===== src/rtl/logical_tile_clb_fle_frac.sv =====
// Fracturable logic element: K-input LUT (or two (K-1)-input halves), two
// optionally registered outputs, and a serial configuration chain with load tracking.
module logical_tile_clb_fle_frac #(
  parameter int K     = 4,
  parameter int CFG_W = 2**K + 5
) (
  input  logic         clk,
  input  logic         reset,
  input  logic         prog_en,
  input  logic         ccff_head,
  output logic         ccff_tail,
  input  logic [K-1:0] fle_in,
  input  logic         fle_ce,
  input  logic         fle_set,
  input  logic         fle_clr,
  output logic [1:0]   fle_out,
  output logic         cfg_valid
);

  localparam int CNT_W = $clog2(CFG_W + 1);

  logic [CFG_W-1:0]  cfg;
  logic [CNT_W-1:0]  cnt;
  logic [1:0]        ff_q;
  logic              prog_en_d;
  logic              valid;

  logic              frac_mode;
  logic [1:0]        out_reg;
  logic [1:0]        ff_init;
  logic [2**K-1:0]   mask;
  logic [K-2:0]      addr_lo;
  logic [1:0]        comb;
  logic              load_done;

  assign frac_mode = cfg[CFG_W-1];
  assign out_reg   = cfg[CFG_W-2 -: 2];
  assign ff_init   = cfg[CFG_W-4 -: 2];
  assign mask      = cfg[2**K-1:0];
  assign addr_lo   = fle_in[K-2:0];

  // In fractured mode each output reads its own half of the mask; the top input is unused.
  always_comb begin
    comb = '0;
    if (frac_mode) begin
      comb[0] = mask[{1'b0, addr_lo}];
      comb[1] = mask[{1'b1, addr_lo}];
    end else begin
      comb[0] = mask[fle_in];
      comb[1] = mask[fle_in];
    end
  end

  // A load is accepted only when the burst just ended and delivered at least CFG_W bits.
  assign load_done = !prog_en && prog_en_d && (cnt == CNT_W'(CFG_W));

  always_ff @(posedge clk) begin
    if (!reset) begin
      cfg       <= '0;
      cnt       <= '0;
      prog_en_d <= 1'b0;
      valid     <= 1'b0;
    end else begin
      prog_en_d <= prog_en;
      if (prog_en) begin
        cfg   <= {cfg[CFG_W-2:0], ccff_head};
        valid <= 1'b0;
        if (!prog_en_d)
          cnt <= CNT_W'(1);
        else if (cnt != CNT_W'(CFG_W))
          cnt <= cnt + 1'b1;
      end else if (load_done) begin
        valid <= 1'b1;
      end
    end
  end

  // User FFs freeze while configuration is shifting; init values win on the load edge.
  always_ff @(posedge clk) begin
    if (!reset) begin
      ff_q <= '0;
    end else if (load_done) begin
      ff_q <= ff_init;
    end else if (valid && fle_ce && !prog_en) begin
      for (int i = 0; i < 2; i++) begin
        if (fle_clr)
          ff_q[i] <= 1'b0;
        else if (fle_set)
          ff_q[i] <= 1'b1;
        else
          ff_q[i] <= comb[i];
      end
    end
  end

  genvar gi;
  generate
    for (gi = 0; gi < 2; gi++) begin : g_out
      assign fle_out[gi] = valid ? (out_reg[gi] ? ff_q[gi] : comb[gi]) : 1'b0;
    end
  endgenerate

  assign ccff_tail = cfg[CFG_W-1];
  assign cfg_valid = valid;

endmodule


===== config.mk =====
export PLATFORM = sky130hd
export DESIGN_NAME = logical_tile_clb_fle_frac
export DESIGN_NICKNAME = d
export VERILOG_FILES = /design/src/rtl/logical_tile_clb_fle_frac.sv
export SDC_FILE = /design/constraint.sdc
export NUM_CORES = 1
export LEC_CHECK = 0
export ABC_AREA = 1
export CELL_PAD_IN_SITES_DETAIL_PLACEMENT = 1
export CELL_PAD_IN_SITES_GLOBAL_PLACEMENT = 2
export CORE_AREA = 10 10 78 73
export DETAILED_ROUTE_END_ITERATION = 8
export DIE_AREA = 0 0 88 83
export GPL_ROUTABILITY_DRIVEN = 1
export PLACE_DENSITY_LB_ADDON = 0.1
export SETUP_SLACK_MARGIN = 0.15
export SYNTH_ARGS = -nofsm -noshare
export SYNTH_HDL_FRONTEND = slang
export SYNTH_SLANG_ARGS = --single-unit

===== constraint.sdc =====
create_clock -name clk -period 4 [get_ports clk]
set_input_delay 0.8 -clock clk [delete_from_list [all_inputs] [get_ports clk]]
set_output_delay 0.8 -clock clk [all_outputs]
set_load 0.01 [all_outputs]

==> results of run 1 <==
how the worst max path moves through the flow:
stage	start	end	depth (start not counted)
finish	fle_in[1]	fle_out[1]	11
global route	fle_in[1]	fle_out[1]	11
CTS	fle_in[0]	fle_out[0]	12
detailed placement	fle_in[0]	fle_out[0]	12
global placement	fle_in[0]	fle_out[0]	12
floorplan	fle_in[0]	fle_out[0]	11
registers in the layout, indices dropped and copies added (netlist names):
signal     cells
cfg           21
cfg_valid      1
cnt            5
ff_q           2
prog_en_d      1
layer usage:
metal / vias up / GRT usage / wire length (um)
li1: 594 / - / -
met3: 8 / 0.0410 / 174
met4: 0 / 0.0389 / 55
met2: 17 / 0.128 / 1380
met1: 533 / 0.121 / 1610
met5: - / 0 / 0
metrics by stage:
step	hold WS, ps	instance area (um2)
floorplan	447	1330
global placement	494	1510
detailed placement	492	1510
CTS	503	1590
global route	534	1590
finish	494	1590
cell families (layout without fill, tap and decap cells):
group / after synthesis / after routing
adders and majority gates: 2 / 2
buffers and inverters: 41 / 57
DFF: 30 / 30
and+or+nand+nor: 65 / 65
xor gates and xnor gates: 1 / 1
AOI/OAI and AO/OA: 33 / 33
power by group through the flow:
stage,Combinational [mW],Sequential (mW),Clock [mW]
2_1_floorplan,0.0323,0.310,0
3_3_place_gp,0.0490,0.310,0
3_5_place_dp,0.0500,0.310,0
4_1_cts,0.0502,0.304,0.233
5_1_grt,0.0558,0.304,0.246
6_report,0.0496,0.304,0.221
worst max-delay path, delay by kind of cell:
family	cells	cell delay (ps)
AO/OA/AOI/OAI	1	80
buffers and inverters	4	1280
AND/OR/NAND/NOR	6	520
synth_stat cells (2+ instances only):
library cell	instances	share of area
clkbuf_1	4	0.011
inv_1	33	0.093
o211ai_1	2	0.011
nor2_1	7	0.020
nor2_4	2	0.017
a21oi_1	3	0.011
nand2_1	26	0.073
o21ai_0	6	0.023
ha_1	2	0.019
nand3_2	3	0.023
dfxtp_1	30	0.45
nand3_1	20	0.075
nand2_2	3	0.014
o22ai_1	20	0.094
layout make-up:
cell class / instances / area (um2) / share of cell area
Tap cell: 48 / 60.1 / 0.0378
Clock buffer: 5 / 68.8 / 0.0433
Multi-Input combinational cell: 101 / 567 / 0.357
Clock inverter: 2 / 10.0 / 0.00630
Timing Repair Buffer: 14 / 143 / 0.0898
Sequential cell: 30 / 601 / 0.378
Inverter: 36 / 140 / 0.0882
==> reports/metrics.yaml, run 1 <==
grt-ovfl-total: 0
synth-simple-area-share: 0.250
worstPathRequired_ps: 3200
dieArea_mm2: 0.00730
fin_nets: 201
post_cts_buffers: 0
ys_ff_latch: 30
final_util: 0.393
finalClockSkew_ps: 7.87
crit_type: "in -> out"
grt_setup_unrepaired: "false"
ys_warn_count: 0
finalPower_mw: 0.575
synth_top_family_by_area: "simple AND/OR/NAND/NOR gates"
area_growth_pct: 19.1
dp.final_hpwl_mm: 2.47
wl_mm: 3.22
synth_xor_area_frac: 0.00657
worstRegToRegCells: 9
die_w_um: 88
cts_sinks: 30
die_h_um: 83
cp_slowest_cell: "clkdlybuf4s50_1"
critPathLaunchType: "input port"
vias: 1152
leakagePower_nw: 0.645
syn-cell-area_mm2: 0.00133
switching_share: 0.238
rrSetupSlack_ps: 2490
power_frac_seq: 0.529
rows: 22
start_util: 0.330
grt_pass1_vias: 1209
clock_latency_ps: 280
grt_pass1_wl_mm: 5.53
synth-edff-count: 0
yosys.area_share.adder: 0.0188
ioPinCount: 15
p_int_mw: 0.438
cts_resized: 0
fin_ws_ps: 519
drc: 0
tns_ps: 0
grt_max_degree: 23
crit_path_cell_trace: "clkdlybuf4s50_1 > inv_1 > nand3_1 > nand3_1 > nand2_1 > nand2_1 > nand3_2 > nand3_1 > o211ai_1 > inv_1 > clkdlybuf4s50_1"
cts_root_buffer: "clkbuf_8"
synth_nets: 185
timing.rr.start: "cnt[1]$_SDFFE_PN0P_"
clk_pin_slew_ps: 50
netlist_instances: 172
worst_slew_pin_slew_ps: 777
cp.arrival_ps: 2680
worstHoldPathCells: 2
drt-vias-per-instance: 4.88
drtPass1Iterations: 4
fp.coreArea_mm2: 0.00405
fillCellCount: 499
hold_viol_final: 0
cts_tree: "done"
cp-end-kind: "output port"
min_from: "cfg[17]$_SDFFE_PN0P_"
synth.avg_cell_area_um2: 7.75
drv_slew: 0
ys_async_sr_fraction: 0
dp.cells: 229
synthFlopType: "dfxtp_1"
hp-class: "reg -> reg"
synth_cell_types: 25
power_frac_comb: 0.086
finalNonFillerCells: 236
first_iter_violations: 21
cts_hold_buffers: 0
pre_cts_ws_ps: 319
port-buffer-count: 14
htree_levels: 2
antenna_found_initial: 0
layout-drive-gt1-share: 0.101
fmax_mhz: 287
synth_compound_area_frac: 0.149
path_max_fanout: 5
grt_usage: 0.0928
finalCritPeriodShare: 0.870
drtAntennaViolNets: 0
max-vdd-ir-drop_mv: 0.121
post_drt_wl_per_cell_um: 13.6
synthMuxAreaShare: 0
crit_top_cell: "nand3_1"
drv_cap: 0
finalSetupViolCount: 0
antenna_cells: 0
final_common_cell: "inv_1"
place.gp.congestion: 0.773
slew_headroom: 0.481
clockBufferDepth: 2
whs_endpoint: "cfg[17]$_SDFFE_PN0P_"
power_density_mw_per_mm2: 362
ys_seq_area_frac: 0.450
cts_buffers: 5
final_cell_mix: "inv_1, dfxtp_1, nand2_1"
p_clk_frac: 0.385
fin_crit_ps: 3480
status: "complete, no violations"
cpPeakStageDelay_ps: 530
p_sw_mw: 0.137
r2r_end: "cnt[4]$_SDFFE_PN0P_"
(Power assumes the default switching activity.)
==> run 2, diff against run 1 <==
--- a/config.mk
+++ b/config.mk
@@ -12,6 +12,7 @@
 export DETAILED_ROUTE_END_ITERATION = 8
 export DIE_AREA = 0 0 88 83
 export GPL_ROUTABILITY_DRIVEN = 1
+export GPL_TIMING_DRIVEN = 0
 export PLACE_DENSITY_LB_ADDON = 0.1
 export SETUP_SLACK_MARGIN = 0.15
 export SYNTH_ARGS = -nofsm -noshare
==> reports/metrics.yaml, run 2 (synthesis gave the netlist of run 1 again) <==
drc: 0  # unchanged
drt-vias-per-instance: 4.95  # +1.3%
die_w_um: 88  # unchanged
fin_crit_ps: 3560  # +75.8 ps
status: "complete, no violations"
met2_usage: 0.143  # +0.0151
post_cts_buffers: 0  # unchanged
grt_usage: 0.101  # +0.00817
hold_viol_final: 0  # unchanged
start_util: 0.330  # unchanged
finalSetupViolCount: 0  # unchanged
pre_cts_ws_ps: 462  # +143 ps
fin_ws_ps: 443  # -75.8 ps
cts_sinks: 30  # unchanged
cts_hold_buffers: 0  # unchanged
drtPass1Iterations: 4  # unchanged
max-vdd-ir-drop_mv: 0.197  # +62%
fp.coreArea_mm2: 0.00405  # unchanged
hp-class: "reg -> reg"
port-buffer-count: 13  # -1
area_growth_pct: 22.5
grt-ovfl-total: 0  # unchanged
cts_root_buffer: "clkbuf_8"
fin_nets: 205  # +2.0%
antenna_found_initial: 0  # unchanged
cts_buffers: 5  # unchanged
wl_mm: 3.45  # +7.3%
layout-drive-gt1-share: 0.109  # +0.00774
largest_reg_flops: 21  # unchanged
clockBufferDepth: 2  # unchanged
final_common_cell: "inv_1"
grt_setup_unrepaired: "false"
first_iter_violations: 69  # +230%
cts_resized: 0  # unchanged
drv_slew: 0  # unchanged
final_cell_mix: "inv_1, dfxtp_1, nand2_1"
final_util: 0.404  # +0.0111
grtUsageMet1: 0.130  # +0.00902
post_drt_wl_per_cell_um: 14.3  # +5.1%
power_density_mw_per_mm2: 394  # +8.9%
finalNonFillerCells: 241  # +2.1%
vias: 1192  # +3.5%
met3_usage: 0.0410  # unchanged
leakagePower_nw: 0.656  # +1.8%
fin_hold_ws_ps: 488  # -6.56 ps
tns_ps: 0  # unchanged
dp.cells: 233  # +1.7%
regMostFlops: "cfg"
cts_tree: "done"
grt_pass1_vias: 1242  # +2.7%
grt_max_degree: 11  # -52%
cp.arrival_ps: 2760  # +80 ps
slew_headroom: 0.681  # +0.200
clock_latency_ps: 280  # about the same
cpPeakStageDelay_ps: 540  # about the same
drtAntennaViolNets: 0  # unchanged
grt_pass1_wl_mm: 5.91  # +7.0%
top_usage_layer: "met2"
clk_pin_slew_ps: 60  # about the same
crit_path_cell_trace: "clkdlybuf4s50_1 > inv_1 > nand3_1 > nand3_2 > nand2_1 > nand2_1 > nand3_2 > nand3_1 > o211ai_1 > inv_1 > clkdlybuf4s50_1"
cp_slowest_cell: "clkdlybuf4s50_1"
dp.final_hpwl_mm: 2.58  # +4.5%
antenna_cells: 0  # unchanged
htree_levels: 2  # unchanged
critPathLaunchType: "input port"
drv_cap: 0  # unchanged
fillCellCount: 494  # -1.0%
die_h_um: 83  # unchanged
fmax_mhz: 281  # -2.1%
cp-end-kind: "output port"
worst_slew_pin_slew_ps: 479  # -298 ps
finalCritPeriodShare: 0.889  # +0.0189
reg.largest.list: "cfg (21), cnt (5), ff_q (2)"
finalClockSkew_ps: 1.26  # -6.61 ps
worstPathRequired_ps: 3200  # about the same
ioPinCount: 15  # unchanged
rows: 22  # unchanged
place.gp.congestion: 0.735  # -5.0%
dieArea_mm2: 0.00730  # unchanged
crit_type: "in -> out"
path_max_fanout: 5  # unchanged
-- run 2: area by class of cell --
| class | instances | area, um2 | share of cell area |
|---|---|---|---|
| Multi-Input combinational cell | 101 | 567 | 0.347 |
| Inverter | 36 | 140 | 0.0858 |
| Sequential cell | 30 | 601 | 0.368 |
| Tap cell | 48 | 60.1 | 0.0368 |
| Clock buffer | 8 | 110 | 0.0674 |
| Timing Repair Buffer | 13 | 130 | 0.0796 |
| Buffer | 5 | 26.3 | 0.0161 |
-- run 2: path summary, 6_finish.rpt --
| path | start | to | slack (ps) | depth (start not counted) |
|---|---|---|---|---|
| max | fle_in[1] | fle_out[1] | 440 | 11 |
| min | prog_en_d$_SDFF_PN0_ | cnt[0]$_SDFFE_PN0P_ | 490 | 1 |
| max reg2reg | cnt[0]$_SDFFE_PN0P_ | ff_q[1]$_SDFFE_PN0P_ | 2500 | 7 |
| min reg2reg | prog_en_d$_SDFF_PN0_ | cnt[0]$_SDFFE_PN0P_ | 490 | 1 |
-- run 2: power by group --
part           leakage, nW  switching [mW]  total (mW)  internal [mW]
Sequential           0.242         0.00195       0.303          0.301
Combinational        0.356          0.0312      0.0523         0.0211
Clock               0.0575           0.115       0.288          0.174
Total                0.656           0.148       0.644          0.496
-- run 2: worst max-delay path: cells and delay by family --
kind | cells | cell delay, ps
buffers and inverters | 4 | 1330
AND/OR/NAND/NOR | 6 | 520
AO/OA/AOI/OAI | 1 | 90
-- run 2: layer usage --
| layer | vias to the layer above | part of all wire |
|---|---|---|
| met5 | - | 0 |
| met4 | 0 | 0.017 |
| met3 | 6 | 0.045 |
| met2 | 16 | 0.45 |
| met1 | 563 | 0.48 |
| li1 | 607 | - |
-- run 2: per-stage QoR --
stage | area [um2] | total power, mW
final | 1630 | 0.644
after global routing | 1630 | 0.677
after CTS | 1630 | 0.652
after detailed placement | 1520 | 0.363
after global placement | 1520 | 0.361
after floorplan | 1330 | 0.342
==> run 3, diff against run 2 <==
--- a/config.mk
+++ b/config.mk
@@ -15,6 +15,7 @@
 export GPL_TIMING_DRIVEN = 0
 export PLACE_DENSITY_LB_ADDON = 0.1
 export SETUP_SLACK_MARGIN = 0.15
+export SLEW_MARGIN = 0
 export SYNTH_ARGS = -nofsm -noshare
 export SYNTH_HDL_FRONTEND = slang
 export SYNTH_SLANG_ARGS = --single-unit
==> results of run 3 <==
Final layout, timing and power as in run 2 (identical DEF).
